File: src/rtl/inst_fetch_pc_if.sv
// Fetch-control bus between the sequencer/decoder and the program-counter stage.
// The slave side is the PC stage; the master side drives start and decoded control.
interface inst_fetch_pc_if #(
    parameter int A    = 10,
    parameter int OFFW = 6,
    parameter int L    = 4,
    parameter int CW   = 16
);
    logic                   Start;
    logic [A-1:0]           StartAddr;
    logic                   Stall;
    logic                   Halt;
    logic                   Taken;
    logic                   BranchRel;
    logic                   BranchAbs;
    logic signed [OFFW-1:0] Offset;
    logic [L-1:0]           LutIdx;
    logic                   LutWe;
    logic [L-1:0]           LutWrIdx;
    logic [A-1:0]           LutWrData;
    logic [A-1:0]           ProgCtr;
    logic                   Busy;
    logic                   Done;
    logic [CW-1:0]          CycleCount;

    modport master (
        output Start, StartAddr, Stall, Halt, Taken, BranchRel, BranchAbs,
               Offset, LutIdx, LutWe, LutWrIdx, LutWrData,
        input  ProgCtr, Busy, Done, CycleCount
    );

    modport slave (
        input  Start, StartAddr, Stall, Halt, Taken, BranchRel, BranchAbs,
               Offset, LutIdx, LutWe, LutWrIdx, LutWrData,
        output ProgCtr, Busy, Done, CycleCount
    );
endinterface

File: src/rtl/inst_fetch_pc.sv
// Program counter and fetch sequencer: IDLE/RUN/DONE control, relative and
// LUT-indirect branches, stall/halt handling and a saturating run-cycle counter.
module inst_fetch_pc #(
    parameter int A    = 10,
    parameter int OFFW = 6,
    parameter int L    = 4,
    parameter int CW   = 16
) (
    input logic         Clk,
    input logic         Reset,
    inst_fetch_pc_if.slave bus
);
    localparam int DEPTH = 1 << L;

    typedef enum logic [1:0] {IDLE, RUN, DONE} state_t;

    state_t               state;
    logic [A-1:0]         lut [DEPTH];
    logic [A-1:0]         pc_next;
    logic signed [A-1:0]  off_ext;

    function automatic logic [CW-1:0] sat_inc(input logic [CW-1:0] cnt);
        if (&cnt)
            return cnt;
        return cnt + {{(CW-1){1'b0}}, 1'b1};
    endfunction

    function automatic logic signed [A-1:0] sign_ext(input logic signed [OFFW-1:0] off);
        return {{(A-OFFW){off[OFFW-1]}}, off};
    endfunction

    // Next-PC selection; Stall and Halt are handled in the sequential block.
    always_comb begin
        off_ext = sign_ext(bus.Offset);
        pc_next = bus.ProgCtr + {{(A-1){1'b0}}, 1'b1};
        if (bus.BranchAbs && bus.Taken)
            pc_next = lut[bus.LutIdx];
        else if (bus.BranchRel && bus.Taken)
            pc_next = bus.ProgCtr + $unsigned(off_ext);
    end

    always_ff @(posedge Clk) begin
        if (Reset) begin
            state          <= IDLE;
            bus.ProgCtr    <= '0;
            bus.Busy       <= 1'b0;
            bus.Done       <= 1'b0;
            bus.CycleCount <= '0;
            for (int i = 0; i < DEPTH; i++)
                lut[i] <= '0;
        end else begin
            // The LUT port is independent of the sequencer state.
            if (bus.LutWe)
                lut[bus.LutWrIdx] <= bus.LutWrData;

            case (state)
                IDLE, DONE: begin
                    if (bus.Start) begin
                        state          <= RUN;
                        bus.ProgCtr    <= bus.StartAddr;
                        bus.CycleCount <= '0;
                        bus.Busy       <= 1'b1;
                        bus.Done       <= 1'b0;
                    end
                end
                RUN: begin
                    bus.CycleCount <= sat_inc(bus.CycleCount);
                    if (bus.Stall) begin
                        bus.ProgCtr <= bus.ProgCtr;
                    end else if (bus.Halt) begin
                        state    <= DONE;
                        bus.Busy <= 1'b0;
                        bus.Done <= 1'b1;
                    end else begin
                        bus.ProgCtr <= pc_next;
                    end
                end
                default: begin
                    state    <= IDLE;
                    bus.Busy <= 1'b0;
                    bus.Done <= 1'b0;
                end
            endcase
        end
    end
endmodule

File: src/flat_wrapper.sv
// flat-port wrapper written by rule: the top's interface ports become plain ports
module inst_fetch_pc_flat 
#(
    parameter int A    = 10,
    parameter int OFFW = 6,
    parameter int L    = 4,
    parameter int CW   = 16
)
  (Clk, Reset, bus_Start, bus_StartAddr, bus_Stall, bus_Halt, bus_Taken, bus_BranchRel, bus_BranchAbs, bus_Offset, bus_LutIdx, bus_LutWe, bus_LutWrIdx, bus_LutWrData, bus_ProgCtr, bus_Busy, bus_Done, bus_CycleCount);
  inst_fetch_pc_if #(.A(A), .OFFW(OFFW), .L(L), .CW(CW)) bus_i ();
  input logic Clk;
  input logic Reset;
  input wire logic [$bits(bus_i.Start)-1:0] bus_Start;
  input wire logic [$bits(bus_i.StartAddr)-1:0] bus_StartAddr;
  input wire logic [$bits(bus_i.Stall)-1:0] bus_Stall;
  input wire logic [$bits(bus_i.Halt)-1:0] bus_Halt;
  input wire logic [$bits(bus_i.Taken)-1:0] bus_Taken;
  input wire logic [$bits(bus_i.BranchRel)-1:0] bus_BranchRel;
  input wire logic [$bits(bus_i.BranchAbs)-1:0] bus_BranchAbs;
  input wire logic [$bits(bus_i.Offset)-1:0] bus_Offset;
  input wire logic [$bits(bus_i.LutIdx)-1:0] bus_LutIdx;
  input wire logic [$bits(bus_i.LutWe)-1:0] bus_LutWe;
  input wire logic [$bits(bus_i.LutWrIdx)-1:0] bus_LutWrIdx;
  input wire logic [$bits(bus_i.LutWrData)-1:0] bus_LutWrData;
  output wire logic [$bits(bus_i.ProgCtr)-1:0] bus_ProgCtr;
  output wire logic [$bits(bus_i.Busy)-1:0] bus_Busy;
  output wire logic [$bits(bus_i.Done)-1:0] bus_Done;
  output wire logic [$bits(bus_i.CycleCount)-1:0] bus_CycleCount;
  assign bus_i.Start = bus_Start;
  assign bus_i.StartAddr = bus_StartAddr;
  assign bus_i.Stall = bus_Stall;
  assign bus_i.Halt = bus_Halt;
  assign bus_i.Taken = bus_Taken;
  assign bus_i.BranchRel = bus_BranchRel;
  assign bus_i.BranchAbs = bus_BranchAbs;
  assign bus_i.Offset = bus_Offset;
  assign bus_i.LutIdx = bus_LutIdx;
  assign bus_i.LutWe = bus_LutWe;
  assign bus_i.LutWrIdx = bus_LutWrIdx;
  assign bus_i.LutWrData = bus_LutWrData;
  assign bus_ProgCtr = bus_i.ProgCtr;
  assign bus_Busy = bus_i.Busy;
  assign bus_Done = bus_i.Done;
  assign bus_CycleCount = bus_i.CycleCount;
  inst_fetch_pc #(.A(A), .OFFW(OFFW), .L(L), .CW(CW)) u_core (.Clk(Clk), .Reset(Reset), .bus(bus_i));
endmodule
File: config.mk
export PLATFORM = sky130hd
export DESIGN_NAME = inst_fetch_pc_flat
export DESIGN_NICKNAME = d
export VERILOG_FILES = /design/src/rtl/inst_fetch_pc_if.sv /design/src/rtl/inst_fetch_pc.sv /design/src/flat_wrapper.sv
export SDC_FILE = /design/constraint.sdc
export NUM_CORES = 1
export LEC_CHECK = 0
export ABC_CLOCK_PERIOD_IN_PS = 3350
export CAP_MARGIN = 0
export CORE_ASPECT_RATIO = 0.7
export CORE_MARGIN = 2
export CORE_UTILIZATION = 59
export CTS_CLUSTER_DIAMETER = 200
export DETAILED_ROUTE_END_ITERATION = 6
export PLACE_DENSITY = 0.8
export SETUP_SLACK_MARGIN = 0.2
export SYNTH_ARGS = -nofsm -noshare
export SYNTH_HDL_FRONTEND = slang
export SYNTH_SLANG_ARGS = --single-unit
File: constraint.sdc
create_clock -name Clk -period 3.35 [get_ports Clk]
set_input_delay 0.5025 -clock Clk [delete_from_list [all_inputs] [get_ports Clk]]
set_output_delay 0.5025 -clock Clk [all_outputs]
set_load 0.05 [all_outputs]
==> out/summary.md, run 1 <==
For this run, the number of Yosys warnings is 0. The netlist area before placement is 9170 um2, and the detail-routed via count per cell is 6.26. The worst setup path is of the in2reg kind.

Summing over every cut layer, the via total after detailed routing is 6124. The initial antenna violation count came out at 2. The total count of max-transition violations in the final report was 0. In this run the core area contains 38 standard-cell rows. Per report_power, the clock group accounts for 35.9% of the total. Capture endpoint of the worst hold path: u_core.bus.ProgCtr[2].

Setup repair after global routing left no endpoint under its margin. For the worst flop-to-flop path, the logic depth is 8. The combinational share of power came out at 11.5%. In the layout the commonest cells are sky130_fd_sc_hd__and2_1 (161), sky130_fd_sc_hd__edfxtp_1 (160), sky130_fd_sc_hd__clkdlybuf4s50_1 (69). Clock tree synthesis selected as its root buffer the cell sky130_fd_sc_hd__clkbuf_16. The startpoint class of the critical path is an input port.

Leaving out filler cells and counting taps, the final layout contains 978. In the global route stage, overall resource usage came out at 28.8%. The die is 153 um wide. The number of H-tree branching levels is 4, and the leakage power is 0.00382 uW. The count of boundary I/O pins came out at 71.

Count of input and output buffers: 70. The tools report the hold path startpoint as u_core.bus.ProgCtr[2]. The number of buffers added for setup after CTS was 0.

In this run the worst hold path is classified as reg2reg. In this run, distinct cell masters in the synthesized netlist total 55. Core area: 15400 um2.

For this run, the top clock speed supported by timing is 0.372 GHz. The area of all sequential standard cells came out at 5390 um2. The final critical path time including I/O delays and setup was 2690 ps.

The run finished with clean final reports. The post-route netlist has 12.7% of its cells at a drive strength greater than 1. After clock tree synthesis, the clock-pin slew on the worst setup and hold paths is 60 ps.

In this run the cell area measured after placement is 10200 um2. The power density normalized to cell area works out to 484 nW/um2. Between clock sinks in the finished design, the worst skew comes to 8.27 ps. The setup check on the worst reg-to-reg path leaves a slack of 1090 ps. In this run switching power makes up 24.0% of total power. Dividing the detail-routed wire length by the instance count gives 23.5 um. The post-synthesis to final-layout area growth was 16.8%; the ratio of final minimum period to clock period was 80.3%. The clock sink total was 189. After the last flow step, the layout net total stands at 816. Hold repair after CTS inserted 0 buffers. The data required time at the worst endpoint is 3680 ps. After legalization and detailed placement, the total HPWL measured 15.6 mm. The final hold violation count came out at 0. The worst-case IR drop observed on VDD is 0.360 mV. For this run, asynchronously set or reset flops after synthesis account for 0%. The run gives 5 as the first-pass iteration count of the detailed router. Measured against its own limit, the worst slew margin works out to 45.0%.

Final core area utilization: 69.7%. Of the total power, registers draw 52.7%. Along the worst path, the maximum fanout reaches 8. The endpoint identified for the worst register-to-register timing path is u_core.bus.ProgCtr[8].

Setup violations remaining at the end of the flow were counted as 0. Leaving out fill and tap cells, the most frequent cell in the layout is sky130_fd_sc_hd__and2_1. The count of fill cells added during filler insertion was 1028; the transition time at the pin with the least slew margin was 822 ps. The switching component of the power was 1250 uW; the post-detailed-routing wire length was 23.0 mm. The number of enable flip-flop cells after synthesis is 160. STA classifies the critical path endpoint as a register. The internal portion of the total power is 3940 uW. The run gives 10700 um2 as the total non-filler cell area in the finished layout.

TritonCTS built the clock tree. In the synthesized netlist the dominant register cell turns out to be sky130_fd_sc_hd__edfxtp_1. At the end of routability-driven placement, the weighted congestion stood at 0.889. The repair_antennas step left the layout with diodes totalling 0. The initial standard-cell utilization of the core is 59.7%, and the number of max-capacitance violations reported is 0. The tools report the combined area of the multi-input logic cells as 3580 um2.

Buffers inserted during clock tree synthesis total 17. The pin count of the biggest net entering global routing came out at 34. Each instance of the synthesized netlist takes up on average 13.4 um2. The number of design rule violations left after detail routing is 0, and the cell count after placement is 947. Final total negative setup slack: 0 ps.

The run gives 0 as the aggregate global routing overflow. The cell count after synthesis came out at 685. No sink is reached through more buffers than the 2 on the longest clock path.

After synthesis, flip-flops and latches occupy 58.7% of the total area. The count of antenna-violating nets left after detailed routing was 0. The first global-routing pass estimated 34.8 mm of wire. When the netlist entered floorplanning its net count stood at 735.

The die covers 16600 um2. At the later pin of the worst-skew pair, clock insertion delay measures 430 ps. The number of synthesized register bits came out at 189. In this run the critical register-to-register path is launched from u_core.bus.ProgCtr[0].

For this block, the initial DRC count from the detailed router was 680. The height of the die came out at 108 um. At the worst endpoint, the arrival time is 3020 ps.

The worst hold path passes through 2 cells. The via count of the first global-routing pass was 5912; the number of resized instances in the post-cts repair step was 0.
==> worst max path at each step <==
stage                             to  depth (start not counted)  slack [ps]  startpoint
2_1_floorplan       u_core.lut[1][0]                          6         850       Reset
3_3_place_gp   u_core.bus.ProgCtr[8]                         10         350   bus_Taken
3_5_place_dp   u_core.bus.ProgCtr[8]                         10         240   bus_Taken
4_1_cts        u_core.bus.ProgCtr[8]                         10         670   bus_Taken
5_1_grt        u_core.bus.ProgCtr[8]                         10         480   bus_Taken
6_report       u_core.bus.ProgCtr[8]                         10         660   bus_Taken
==> cell usage after synthesis, drive strengths merged (10+ instances only) <==
master    n  area share [%]
and2    161              11
nor3     10            0.55
a21oi    14            0.76
clkbuf   24            0.98
nor2     40             1.6
a211oi   12            0.98
buf      13             1.0
nand2    22            0.90
mux4     43              11
dfxtp    29             6.3
nand3    15            0.82
xor2     11             1.1
o21ai    20             1.1
edfxtp  160              52
==> through the flow <==
step | hold WS [ps] | power (uW) | setup WS, ps
finish | 512 | 5190 | 660
global route | 551 | 5350 | 480
CTS | 509 | 5200 | 666
detailed placement | 500 | 3360 | 237
global placement | 471 | 3340 | 352
floorplan | 545 | 3110 | 846
==> cell families after synthesis <==
group | Yosys count | synth area share [%]
and+or+nand+nor | 300 | 18.6
DFF | 189 | 58.7
AOI/OAI and AO/OA | 74 | 5.32
muxes | 55 | 12.4
buffers and inverters | 43 | 2.22
xor gates and xnor gates | 17 | 1.62
adders and majority gates | 7 | 1.04
==> sequential cells by signal, indices dropped and copies added (netlist names) <==
register	count
u_core.bus.ProgCtr	10
u_core.bus.Busy	1
u_core.lut	160
u_core.bus.Done	1
u_core.bus.CycleCount	16
u_core.state	1
==> worst max-delay path, stage by stage <==
cell                              delay, ps
sky130_fd_sc_hd__clkdlybuf4s50_1        580
sky130_fd_sc_hd__nand3b_1               130
sky130_fd_sc_hd__ha_1                   230
sky130_fd_sc_hd__fa_1                   410
sky130_fd_sc_hd__a21o_1                 210
sky130_fd_sc_hd__a31o_2                 270
sky130_fd_sc_hd__mux2i_1                190
sky130_fd_sc_hd__xor2_1                 170
sky130_fd_sc_hd__a211oi_1                90
sky130_fd_sc_hd__nor4_1                 250
==> final cells by class <==
| cell class | count | share of cell area [%] |
|---|---|---|
| sequential | 189 | 50.3 |
| clock inverter | 11 | 0.888 |
| tap | 200 | 2.34 |
| multi-input combinational | 453 | 33.4 |
| timing repair buffer | 99 | 8.76 |
| clock buffer | 20 | 4.08 |
| inverter | 6 | 0.210 |
==> routing by layer <==
metal / vias up / GRT usage (%) / share of wire, %
met5: - / 0 / 0.12
met4: 4 / 9.39 / 2.3
met3: 48 / 9.62 / 12
met2: 346 / 43.5 / 45
met1: 3009 / 40.0 / 41
li1: 2717 / - / -
==> power groups by stage <==
stage | Sequential [uW] | Clock [uW] | Combinational (uW)
floorplan | 2810 | 0 | 304
global placement | 2770 | 0 | 573
detailed placement | 2780 | 0 | 585
CTS | 2730 | 1880 | 590
global route | 2740 | 1980 | 627
finish | 2730 | 1860 | 596
No activity file was read; power rests on OpenSTA's default activity.
==> inputs of run 2 (changes only) <==
--- a/config.mk
+++ b/config.mk
@@ -5,14 +5,14 @@
 export SDC_FILE = /design/constraint.sdc
 export NUM_CORES = 1
 export LEC_CHECK = 0
-export ABC_CLOCK_PERIOD_IN_PS = 3350
+export ABC_CLOCK_PERIOD_IN_PS = 2300
 export CAP_MARGIN = 0
 export CORE_ASPECT_RATIO = 0.7
 export CORE_MARGIN = 2
-export CORE_UTILIZATION = 59
+export CORE_UTILIZATION = 53
 export CTS_CLUSTER_DIAMETER = 200
 export DETAILED_ROUTE_END_ITERATION = 6
-export PLACE_DENSITY = 0.8
+export PLACE_DENSITY = 0.76
 export SETUP_SLACK_MARGIN = 0.2
 export SYNTH_ARGS = -nofsm -noshare
 export SYNTH_HDL_FRONTEND = slang
==> constraint.sdc (replaced) <==
create_clock -name Clk -period 2.3 [get_ports Clk]
set_input_delay 0.345 -clock Clk [delete_from_list [all_inputs] [get_ports Clk]]
set_output_delay 0.345 -clock Clk [all_outputs]
set_load 0.05 [all_outputs]
==> out/summary.md, run 2 (synthesized netlist as in run 1, its figures left out) <==
The worst hold path begins at u_core.bus.ProgCtr[0]. The post-detailed-routing wire length was 23.7 mm (+3.3%). The path class of the tightest hold or removal check is reg2reg. The antenna cell count was 0 (unchanged); the total number of nets in the final design was 871 (+6.7%). The fraction of layout instances using a drive strength above 1 was 20.7% (+7.9 points); the total die area was 18400 um2 (+11%).

The tools report the overall power of the completed layout as 7760 uW (+50%). The instance area at placement was 10700 um2 (+4.8%); the number of design rule violations left after detail routing was 0 (unchanged). The leakage power was 0.00424 uW (+11%). The power density normalized to cell area is 683 nW/um2 (+41%).

The number of flip-flops under the largest register name came out at 160 (unchanged). Critical register-to-register path endpoint: u_core.bus.ProgCtr[8]. The count of cells along the worst hold path was 2 (unchanged).

The critical path starts at bus_BranchRel. TritonCTS built the clock tree. The pin count of the biggest net entering global routing is 21 (-38%), and the aggregate global routing overflow is 0 (unchanged). The transition time at the pin with the least slew margin was 953 ps (+131 ps). The wire length of the first global-routing pass is 36.7 mm (+5.6%), and the number of buffers created by CTS is 17 (unchanged). The first-pass iteration count of the detailed router was 5 (unchanged). The area growth from synthesis to layout is 24.0%.

The count of input and output buffers is 70 (unchanged). The number of cell instances on the worst register-to-register path works out to 8 (unchanged). Maximum fanout along the worst path: 4 (-4). Met1 track demand over resource in global routing: 39.4% (-0.56 points). The worst hold slack across all endpoints was 511 ps (-1.23 ps). The logs give 0 (unchanged) for the final hold violation count and 2430 ps (-590 ps) for the data arrival time of the critical path. The clock transition at the registers of the reported paths was 60 ps (about the same); the final critical path time including I/O delays and setup was 2110 ps. Non-filler instance count after layout: 1063 (+8.7%). The count of antenna-violating nets left after detailed routing was 0 (unchanged). The pre-CTS setup slack came out at -440 ps (-678 ps). The worst setup path is captured at a register. The routed length per placed instance was 22.3 um (-5.0%); the weighted congestion at the end of routability-driven global placement was 0.864 (-2.8%).

In the layout the commonest cells are sky130_fd_sc_hd__and2_1 (161), sky130_fd_sc_hd__edfxtp_1 (160), sky130_fd_sc_hd__buf_4 (77). Static timing analysis puts the maximum clock frequency at 0.474 GHz. The tools report the number of max-capacitance violations reported as 0 (unchanged). The clock latency on the worst-skew pair is 430 ps (about the same), and the highest ir drop seen on vdd is 0.483 mV (+34%).

The number of H-tree branching levels was 4 (unchanged). Cell count after placement: 1029 (+8.7%). The flow ran to the end, and the final reports show no timing, DRC or antenna violations.

The number of buffers between clock root and the deepest sink is 2 (unchanged). The number of setup violations in the final report is 0 (unchanged). The final worst-path setup slack was 191 ps (-469 ps). The worst hold path terminates at u_core.bus.ProgCtr[0].

Setup repair after global routing could not meet its margin everywhere. The global routing stage identified its most utilized layer as met2. In this run the critical register-to-register path is launched from u_core.bus.ProgCtr[0].

The logs give 27.0% (-1.8 points) for the global-route usage over all layers and 0 (unchanged) for the total count of max-transition violations in the final report. Counting flops per register, the top entry is u_core.lut. The core area is 17100 um2 (+11%), and the tightest slew margin relative to the limit is 36.3% (-8.8 points). The maximum clock skew at final layout is 9.19 ps (+0.926 ps). The startpoint class of the critical path is an input port. The tools report the violation count after the first detailed-route iteration as 679 (-0.15%). The clock sink total was 189 (unchanged); the count of boundary I/O pins was 71 (unchanged).

The initial standard-cell utilization of the core is 53.7% (-6.0 points). CTS placed an instance of sky130_fd_sc_hd__clkbuf_16 at the clock tree root. The height of the die came out at 114 um (+5.3%).

The data required time at the worst endpoint came out at 2630 ps (-1050 ps). The met2 usage in global routing was 41.4% (-2.2 points); the ratio of final minimum period to clock period was 91.7%. The critical setup path kind is in2reg.

Via count of the first global-routing pass: 6297 (+6.5%). The detailed-placement wirelength estimate was 16.5 mm (+5.6%). For the initial antenna violation count, the log shows 0 (-2).

For the via count of the routed design, the log shows 6340 (+3.5%). In the final layout, the registers with the most flip-flops are u_core.lut: 160 flops, u_core.bus.CycleCount: 16 flops, u_core.bus.ProgCtr: 10 flops. The logs give 200 ps (-890 ps) for the minimum setup slack among reg-to-reg paths and 6.52% (-3.1 points) for the met3 demand-to-capacity share in global routing. Leaving out fill and tap cells, the most frequent cell in the layout is sky130_fd_sc_hd__and2_1.

The run gives 11400 um2 (+6.2%) as the total non-filler cell area in the finished layout. Chip width: 161 um (+5.4%). The detail-routed via count per cell works out to 5.96 (-4.8%). The run gives 40 (+5.3%) as the standard-cell row count.
run 2: routing by layer:
layer | vias to the layer above | part of all wire (%) | wire length (um)
met3 | 32 | 11 | 2690
met4 | 0 | 1.3 | 320
met2 | 338 | 45 | 10600
li1 | 2825 | - | -
met5 | - | 0 | 0
met1 | 3145 | 43 | 10100
run 2: layout make-up:
type / count / area (um2)
clock buffers: 18 / 429
clock inverters: 12 / 125
fillers: 1201 / 5700
inverters: 6 / 22.5
multi-input cells: 453 / 3700
flip-flops and latches: 189 / 5390
well taps: 231 / 289
repair buffers: 154 / 1420
run 2: critical path, cell delays in order:
cell and delay, ps:
sky130_fd_sc_hd__dlygate4sd2_1 270, sky130_fd_sc_hd__and3_4 200, sky130_fd_sc_hd__buf_6 120, sky130_fd_sc_hd__fa_2 360, sky130_fd_sc_hd__a21o_1 190, sky130_fd_sc_hd__a31o_4 230
sky130_fd_sc_hd__mux2i_2 180, sky130_fd_sc_hd__xor2_1 210, sky130_fd_sc_hd__a211oi_2 100, sky130_fd_sc_hd__nor4_1 230
run 2: power by group:
group	leakage (uW)	switching, uW	internal [uW]	total [uW]
Clock	0.000262	1230	1580	2810
Combinational	0.00222	533	442	975
Sequential	0.00176	79.2	3900	3980
run 2: repair_timing:
item,4_1_cts,5_1_grt
cloned,0,0
resized for setup,12,20
hold buffers,0,0
buffers inserted,3,1
pin swaps,7,6
endpoints found under the setup margin,6,26
run 2: metrics by stage:
| stage | util, % | setup TNS, ps |
|---|---|---|
| 2_1_floorplan | - | -1400 |
| 3_3_place_gp | 62.5 | -2180 |
| 3_5_place_dp | 62.5 | -4010 |
| 4_1_cts | 66.0 | 0 |
| 5_1_grt | 66.6 | 0 |
| 6_report | 66.6 | 0 |
run 2: worst max path at each step:
stage | slack, ps | endpoint
2_1_floorplan | -50 | u_core.lut[1][0]
3_3_place_gp | -340 | u_core.bus.ProgCtr[7]
3_5_place_dp | -440 | u_core.bus.ProgCtr[8]
4_1_cts | 190 | u_core.bus.ProgCtr[8]
5_1_grt | 70 | u_core.bus.ProgCtr[8]
6_report | 190 | u_core.bus.ProgCtr[8]
==> inputs of run 3 (changes only) <==
--- a/config.mk
+++ b/config.mk
@@ -9,10 +9,10 @@
 export CAP_MARGIN = 0
 export CORE_ASPECT_RATIO = 0.7
 export CORE_MARGIN = 2
-export CORE_UTILIZATION = 53
+export CORE_UTILIZATION = 50
 export CTS_CLUSTER_DIAMETER = 200
 export DETAILED_ROUTE_END_ITERATION = 6
-export PLACE_DENSITY = 0.76
+export PLACE_DENSITY = 0.73
 export SETUP_SLACK_MARGIN = 0.2
 export SYNTH_ARGS = -nofsm -noshare
 export SYNTH_HDL_FRONTEND = slang
==> out/summary.md, run 3 (synthesized netlist as in run 1, its figures left out) <==
The total die area was 19500 um2 (+5.8%); the chip width was 166 um (+2.9%). For the violation count after the first detailed-route iteration, the log shows 756 (+11%). The routed length per placed instance is 22.6 um (+1.2%), and the initial standard-cell utilization of the core is 50.9% (-2.8 points). The detail-routed via count per cell works out to 5.87 (-1.5%). The count of antenna-violating nets left after detailed routing is 0 (unchanged), and the post-synthesis to final-layout area growth is 23.8%. The register with the most flip-flops in the final layout is u_core.lut.

The tools report the critical path capture point type as a register. The final worst-path setup slack is 178 ps (-12.7 ps), and the height of the die is 117 um (+2.9%). For the first-pass iteration count of the detailed router, the log shows 5 (unchanged).

The logs give 0 (unchanged) for the antenna cell count and 22 (+4.8%) for the pin count of the biggest net entering global routing. The number of max-capacitance violations reported was 0 (unchanged). The number of cell instances on the worst register-to-register path is 7 (-1). The cell count after placement was 1035 (+0.58%); the power density normalized to cell area was 681 nW/um2 (-0.24%). The total number of nets in the final design came out at 871 (unchanged).

The number of buffers between clock root and the deepest sink is 2 (unchanged). The run gives 24.2 mm (+1.8%) as the post-detailed-routing wire length. The count of input and output buffers came out at 70 (unchanged).

The tools report the aggregate global routing overflow as 0 (unchanged). The number of buffers created by CTS is 17 (unchanged). The ratio of final minimum period to clock period was 92.2% (+0.55 points). In the layout the commonest cells are sky130_fd_sc_hd__and2_1 (161), sky130_fd_sc_hd__edfxtp_1 (160), sky130_fd_sc_hd__buf_4 (79). The standard-cell row count was 41 (+2.5%). Highest ir drop seen on vdd: 0.522 mV (+8.2%).

The buffer cell driving the clock tree root is sky130_fd_sc_hd__clkbuf_16. The maximum fanout along the worst path is 4 (unchanged). The number of flip-flops under the largest register name came out at 160 (unchanged).

Path type of the worst min-delay path: reg2reg. For the total non-filler cell area in the finished layout, the log shows 11400 um2 (-0.13%). The logs give 6284 (-0.88%) for the via count of the routed design and 430 ps (about the same) for the clock latency on the worst-skew pair.

Final hold violation count: 0 (unchanged). The final critical path time including I/O delays and setup came out at 2120 ps (+12.7 ps). The instance area at placement is 10700 um2 (about the same).

The logs give 0.944 (+9.2%) for the weighted congestion at the end of routability-driven global placement and 0 (unchanged) for the hold buffer count at CTS. The number of setup violations in the final report was 0 (unchanged). The data arrival time of the critical path is 2440 ps (about the same). The run finished with clean final reports. The run gives 0.00428 uW (+0.75%) as the leakage power. Setup repair after global routing could not meet its margin everywhere. STA classifies the critical path startpoint as an input port.

The logs give 6184 (-1.8%) for the via count of the first global-routing pass and 25.1% (-1.9 points) for the global-route usage over all layers. The run gives 4 (unchanged) as the number of H-tree branching levels. The pre-CTS setup slack is -473 ps (-32.8 ps). TritonCTS built the clock tree.

The clock sink total was 189 (unchanged). The logs give 2620 ps (about the same) for the data required time at the worst endpoint and 38.0% (+1.7 points) for the tightest slew margin relative to the limit. The run gives 0.471 GHz (-0.60%) as the highest clock frequency the design can meet. The tools report the maximum clock skew at final layout as 7.58 ps (-1.62 ps). The transition time at the pin with the least slew margin is 927 ps (-25.9 ps), and the total count of max-transition violations in the final report is 0 (unchanged). The non-filler instance count after layout was 1070 (+0.66%). The critical setup path kind was in2reg. The logs give 0 (unchanged) for the number of design rule violations left after detail routing and 71 (unchanged) for the count of boundary I/O pins. For the core area, the log shows 18000 um2 (+5.5%).

The largest registers in the layout are u_core.lut: 160 flops, u_core.bus.CycleCount: 16 flops, u_core.bus.ProgCtr: 10 flops. The fraction of layout instances using a drive strength above 1 is 20.4% (-0.29 points), and the clock transition at the registers of the reported paths is 60 ps (about the same). The detailed-placement wirelength estimate was 16.8 mm (+1.8%); the count of cells along the worst hold path was 2 (unchanged). The wire length of the first global-routing pass is 36.3 mm (-1.1%).

The initial antenna violation count is 0 (unchanged). Leaving out fill and tap cells, the most frequent cell in the layout is sky130_fd_sc_hd__and2_1.
[run 3: cell count changes in the layout (fill, tap and decap cells not counted), sizes merged]
cell           previous run  this run
bufinv                    2         0
clkbuf                   19        23
clkdlybuf4s15             0         2
clkdlybuf4s50            59        58
clkinv                    8         3
clkinvlp                  2         0
dlygate4sd2               4         2
dlymetal6s2s              6         7
inv                       6        13
[run 3: path summary, 6_finish.rpt]
kind	slack [ps]	end	startpoint
min	490	u_core.bus.ProgCtr[2]	u_core.bus.ProgCtr[2]
max	180	u_core.bus.ProgCtr[9]	bus_Offset[2]
min reg2reg	490	u_core.bus.ProgCtr[2]	u_core.bus.ProgCtr[2]
max reg2reg	230	u_core.bus.ProgCtr[9]	u_core.bus.ProgCtr[1]
[run 3: what timing repair did]
action	4_1_cts	5_1_grt
pin swaps	8	11
gates resized for setup	11	20
cloned	0	1
setup buffers	1	1
endpoints found under the setup margin	5	17
[run 3: stage by stage]
step	utilization, %	power (uW)	setup TNS, ps	hold slack, ps
floorplan	-	4530	-1400	485
global placement	59.2	4950	-2510	475
detailed placement	59.2	4990	-4380	476
CTS	62.5	7740	0	486
global route	63.1	7960	0	515
finish	63.1	7740	0	488
[run 3: per-layer routing]
metal | routed length (um) | vias to the layer above | global-route usage, %
li1 | - | 2833 | -
met1 | 10400 | 3084 | 36.2
met2 | 10600 | 339 | 36.9
met3 | 2860 | 28 | 8.98
met4 | 301 | 0 | 5.43
met5 | 0 | - | 0
[run 3: final cells by class]
cell class,count,area [um2]
clock buffers,22,497
multi-input cells,453,3670
flip-flops and latches,189,5390
inverters,6,22.5
fillers,1334,6650
clock inverters,10,60.1
repair buffers,154,1420
well taps,236,295
[run 3: power by group]
group	internal, uW	switching, uW	total (uW)
sequential	3900	80.9	3980
combinational	440	540	980
clock	1540	1240	2780
total	5870	1860	7740
[run 3: worst max-delay path, stage by stage]
cell,delay [ps]
sky130_fd_sc_hd__clkdlybuf4s50_1,400
sky130_fd_sc_hd__and3_1,190
sky130_fd_sc_hd__ha_2,210
sky130_fd_sc_hd__a211oi_2,240
sky130_fd_sc_hd__o21bai_1,120
sky130_fd_sc_hd__a21oi_2,280
sky130_fd_sc_hd__mux2i_2,300
sky130_fd_sc_hd__a21boi_2,70
sky130_fd_sc_hd__o221a_2,270
